[config.mk]
export PLATFORM = sky130hd
export DESIGN_NAME = pe_config_sequencer
export DESIGN_NICKNAME = d
export VERILOG_FILES = /design/src/rtl/cgra_ctrl_pkg.sv /design/src/rtl/config_regfile.sv /design/src/rtl/pe_config_sequencer.sv
export SDC_FILE = /design/constraint.sdc
export NUM_CORES = 2
export LEC_CHECK = 0
export ABC_AREA = 1
export CORE_AREA = 2 2 426 428
export CTS_BUF_LIST = sky130_fd_sc_hd__clkbuf_8
export CTS_CLUSTER_SIZE = 8
export DETAILED_ROUTE_END_ITERATION = 6
export DIE_AREA = 0 0 428 430
export SLEW_MARGIN = 20
export SYNTH_ARGS = -nofsm -noshare
export SYNTH_HDL_FRONTEND = slang
export SYNTH_SLANG_ARGS = --single-unit
[constraint.sdc]
create_clock -name clk -period 1.8 [get_ports clk]
set_input_delay 0.36 -clock clk [delete_from_list [all_inputs] [get_ports clk]]
set_output_delay 0.36 -clock clk [all_outputs]
set_load 0.02 [all_outputs]
[src/rtl/cgra_ctrl_pkg.sv]
// cgra_ctrl_pkg: shared state encoding and config word width for the PE config sequencer
package cgra_ctrl_pkg;
  localparam int CFG_WORD_W = 64;
  typedef enum logic [1:0] {IDLE, LOAD, CLEAR, RUN} seq_state_t;
endpackage

[src/rtl/config_regfile.sv]
// config_regfile: NUM_PE x 64-bit config slots written one word at a time by index
module config_regfile
  import cgra_ctrl_pkg::*;
#(
  parameter int NUM_PE = 16,
  parameter int IW = 5
) (
  input  logic                           clk,
  input  logic                           rst,
  input  logic                           we,
  input  logic [IW-1:0]                  idx,
  input  logic [CFG_WORD_W-1:0]          word,
  output logic [NUM_PE*CFG_WORD_W-1:0]   config_bits
);
  always_ff @(posedge clk)
    if (rst) config_bits <= '0;
    else
      for (int k = 0; k < NUM_PE; k++)
        if (we && idx == IW'(k)) config_bits[k*CFG_WORD_W +: CFG_WORD_W] <= word;
endmodule

[src/rtl/pe_config_sequencer.sv]
// pe_config_sequencer: loads NUM_PE config words, pulses PE clear, then enables the array until stop/abort
module pe_config_sequencer
  import cgra_ctrl_pkg::*;
#(
  parameter int NUM_PE = 16,
  parameter int CLR_CYCLES = 2
) (
  input  logic                         clk,
  input  logic                         rst,
  input  logic                         start,
  input  logic                         abort,
  input  logic [CFG_WORD_W-1:0]        cfg_word,
  input  logic                         cfg_word_v,
  output logic                         cfg_word_r,
  output logic [NUM_PE*CFG_WORD_W-1:0] config_bits,
  output logic                         pe_clr,
  output logic                         run,
  input  logic                         stop,
  output logic                         busy,
  output logic                         loaded
);
  localparam int IW = $clog2(NUM_PE + 1);
  localparam logic [IW-1:0] LAST = IW'(NUM_PE - 1);
  localparam logic [3:0] CLR_LAST = 4'(CLR_CYCLES - 1);
  seq_state_t state, state_d;
  logic [IW-1:0] idx, idx_d;
  logic [3:0] clr_cnt, clr_cnt_d;
  logic loaded_d, abort_hit, xfer;
  assign cfg_word_r = state == LOAD;
  assign abort_hit = abort && state != IDLE;
  assign xfer = cfg_word_r && cfg_word_v && !abort;
  always_comb begin
    state_d = state;
    idx_d = idx;
    clr_cnt_d = clr_cnt;
    loaded_d = abort_hit ? 1'b0 : loaded;
    if (abort) state_d = IDLE;
    else
      case (state)
        IDLE: if (start) begin
          state_d = LOAD;
          idx_d = '0;
          loaded_d = 1'b0;
        end
        LOAD: if (cfg_word_v) begin
          idx_d = idx + IW'(1);
          if (idx == LAST) begin
            state_d = CLEAR;
            loaded_d = 1'b1;
            clr_cnt_d = '0;
          end
        end
        CLEAR: begin
          state_d = clr_cnt == CLR_LAST ? RUN : CLEAR;
          clr_cnt_d = clr_cnt + 4'd1;
        end
        RUN: state_d = stop ? IDLE : RUN;
        default: state_d = IDLE;
      endcase
  end
  always_ff @(posedge clk)
    if (rst) begin
      state <= IDLE;
      idx <= '0;
      clr_cnt <= '0;
      loaded <= 1'b0;
      pe_clr <= 1'b0;
      run <= 1'b0;
      busy <= 1'b0;
    end else begin
      state <= state_d;
      idx <= idx_d;
      clr_cnt <= clr_cnt_d;
      loaded <= loaded_d;
      pe_clr <= state_d == CLEAR || abort_hit;
      run <= state_d == RUN;
      busy <= state_d != IDLE;
    end
  config_regfile #(.NUM_PE(NUM_PE), .IW(IW)) u_regfile (
    .clk(clk),
    .rst(rst),
    .we(xfer),
    .idx(idx),
    .word(cfg_word),
    .config_bits(config_bits)
  );
endmodule

==> reports/metrics.cfg <==
[logic_synthesis]
synth.net_count=4736
yosys.area.top_type=dfxtp_1
yosysSeqAreaShare_pct=57.0
synth_cell_types=25
ys_seq_elements=1039
ys.warnings.count=0
synthXorXnorAreaFrac_pct=0
synthMuxAreaShare_pct=0
synth_top_family_by_area=simple AND/OR/NAND/NOR gates
avgSynthCellArea_um2=7.83
synth_compound_area_share_pct=14.3
yosys.area_share.adder_pct=0.240
synth_top_area_share_pct=57.0
synthSimpleGateAreaFrac_pct=22.3
syn_area_um2=36500
syn_inst=4659
synth_area_leaders=dfxtp_1 57%, nor2_1 21%, o21ai_0 7.6%

[timing]
final.setup.worst_slack_ns=-0.177
tightestPinTransition_ns=1.02
rsz0062_at_grt=true
hold_viol_final=0
whs_ns=0.145
slew_viol_final=0
setup_violations=1123
fmax_mhz=506
fin_worst_skew_ns=0.0510
post-route-period-util_pct=110
timing.setup.tns_ns=-70.78
relSlewSlack_pct=32.1
period_needed_ns=1.98

[power]
p_seq_share_pct=47.0
p_leak_nw=24.1
p_comb_share_pct=6.3
ir_drop_mv=0.637
power.switching_fraction_pct=25.5
p_switching_mw=12.6
internal_power_mw=36.6
power_density_nw_per_um2=800
totalPowerFinal_mw=49.2
clock_power_share_pct=46.7

[worst_hold_path]
hold_class=primary input to flip-flop
min_to=u_regfile.config_bits[130]
hold_path_depth=3
min_from=cfg_word[2]

[route]
highest_layer=met5
drt-wirelength-per-cell_um=24.6
firstDrtPassIters=7
drt_iter0_drc=4036
wl_met2_um=102000
wl_met3_um=19000
vias=38500
ant_nets=0
via_per_inst=4.54
drc_errors=0
drt-total-wl_um=209000
wl_met1_um=78800

[job]
maxCapViolCount=0

[floorplanning]
initial_core_util_pct=20.3
core_um2=180000
die_w_um=428
die_h_um=430
die_area_um2=184000
io_pins=1099
row_count=156

[finish]
utilization_pct=34.2
nNetsFinal=6039
multi_input_area_um2=14500
drive_gt1_share_pct=40.4
seq_area_um2=21600
fill_cells=18400
area_growth_pct=68.3

[place]
gp_congestion=0.843
place.port_buffers=1098
pre_cts_slack_ns=-0.586
place_hpwl_um=133000

[grt]
grt_max_degree=65
track_usage_pct=19.6
antenna_found_initial=33
grt_pass1_wl_um=258000
grt_overflow=0
grt_pass1_vias=34400

[critical_path]
r2r_slack_ns=-0.18
reg2reg_from=idx[0]
crit_required_ns=2.61
cp-start-kind=flip-flop
r2r_cells=12
critPathMaxFanout=4
setup.worst_path.end_class=flip-flop
crit_arrival_ns=2.79
path_class=flip-flop to flip-flop
reg2reg_to=u_regfile.config_bits[959]

[outcome]
violations=setup timing
status=finished with violations

[clock_network]
tritoncts=done
clk_path_buf_depth=3
clkSinkCount=1039
insertion_delay_ns=0.95
h-tree-depth=4
numCtsBuffers=179
cts_root_buf=clkbuf_8
worst_setup_hold_path_clk_slew_ns=0.06

-- power groups by stage --
stage	clock, mW	combinational [mW]	sequential [mW]
2_1_floorplan	0	1.01	23.7
3_3_place_gp	0	2.83	23.6
3_5_place_dp	0	2.84	23.6
4_1_cts	23.4	2.90	23.1
5_1_grt	24.3	3.26	23.1
6_report	23.0	3.11	23.1
-- state kept, by name (all words and copies together) (netlist names) --
register / cells
loaded: 1
state: 2
pe_clr: 1
u_regfile.config_bits: 1024
clr_cnt: 4
run: 1
busy: 1
idx: 5
-- worst max-delay path by stage --
stage | startpoint | endpoint
global route | idx[1] | u_regfile.config_bits[870]
detailed placement | cfg_word_v | u_regfile.config_bits[888]
floorplan | idx[0] | u_regfile.config_bits[1019]
CTS | state[0] | cfg_word_r
finish | idx[0] | u_regfile.config_bits[959]
global placement | cfg_word_v | u_regfile.config_bits[831]
-- cells in the final DEF, fill, tap and decap left out, types with 51 or more instances in the layout --
cell	netlist	final
clkdlybuf4s15_1	0	101
clkdlybuf4s15_2	0	273
o21ai_0	551	504
nor2_1	2075	1953
inv_1	25	74
dfxtp_2	0	633
nor2_2	1	56
buf_12	0	141
clkbuf_8	0	233
buf_4	51	172
o21ai_1	480	475
o21ai_2	0	51
nor2_4	1	68
buf_6	43	656
dfxtp_1	1039	397
-- layout make-up --
cell class | instances | share of cell area (%)
antenna | 24 | 0.0978
clock buffer | 233 | 5.22
clock inverter | 85 | 0.964
inverter | 43 | 0.589
multi-input combinational | 3190 | 23.6
sequential | 1039 | 35.2
tap | 2370 | 4.83
timing repair buffer | 1505 | 29.4
timing repair inverter | 4 | 0.126
-- per-layer routing --
metal	vias up	global-route usage [%]
met5	-	0
met4	4	10.8
met3	447	5.21
met2	2067	32.1
met1	18400	23.2
li1	17600	-
-- timing repair --
item	in CTS	in global routing
pin swaps	2	68
hold buffers	17	0
gates resized for setup	5651	621
endpoints found under the setup margin	1767	2032
endpoints found under the hold margin	221	0
cloned	0	66
setup buffers	37	22
-- synthesized netlist by cell type, drive strengths merged --
cell type     n
inv          43
dfxtp      1039
ha            7
clkbuf      221
nor3          1
nor2       2078
nand3b        1
buf         166
nand3        23
nand2        37
and2          1
o21ai      1031
nand4         1
a21oi        10
-- worst max-delay path, cell delays in order, from the launching register on --
cell and delay (ns):
dfxtp_2 0.33, buf_6 0.13, inv_6 0.06, buf_6 0.09, ha_4 0.14, inv_4 0.04, nor2_4 0.15, buf_4 0.17
nand2_8 0.10, buf_4 0.20, o21ai_0 0.24, buf_4 0.20, nor2_1 0.04
-- stage by stage --
step	area, um2	cells
2_1_floorplan	36500	4659
3_3_place_gp	52000	8013
3_5_place_dp	52000	8013
4_1_cts	58100	8385
5_1_grt	61400	8482
6_report	61400	8493
-- kinds of logic (layout without fill, tap and decap cells) --
| logic type | after synthesis | in the layout |
|---|---|---|
| other cells | 0 | 24 |
| fa+ha+maj | 7 | 7 |
| flops | 1039 | 1039 |
| buf+inv | 430 | 1870 |
| simple gates | 2142 | 2142 |
| compound gates | 1041 | 1041 |
(Power assumes the default switching activity.)
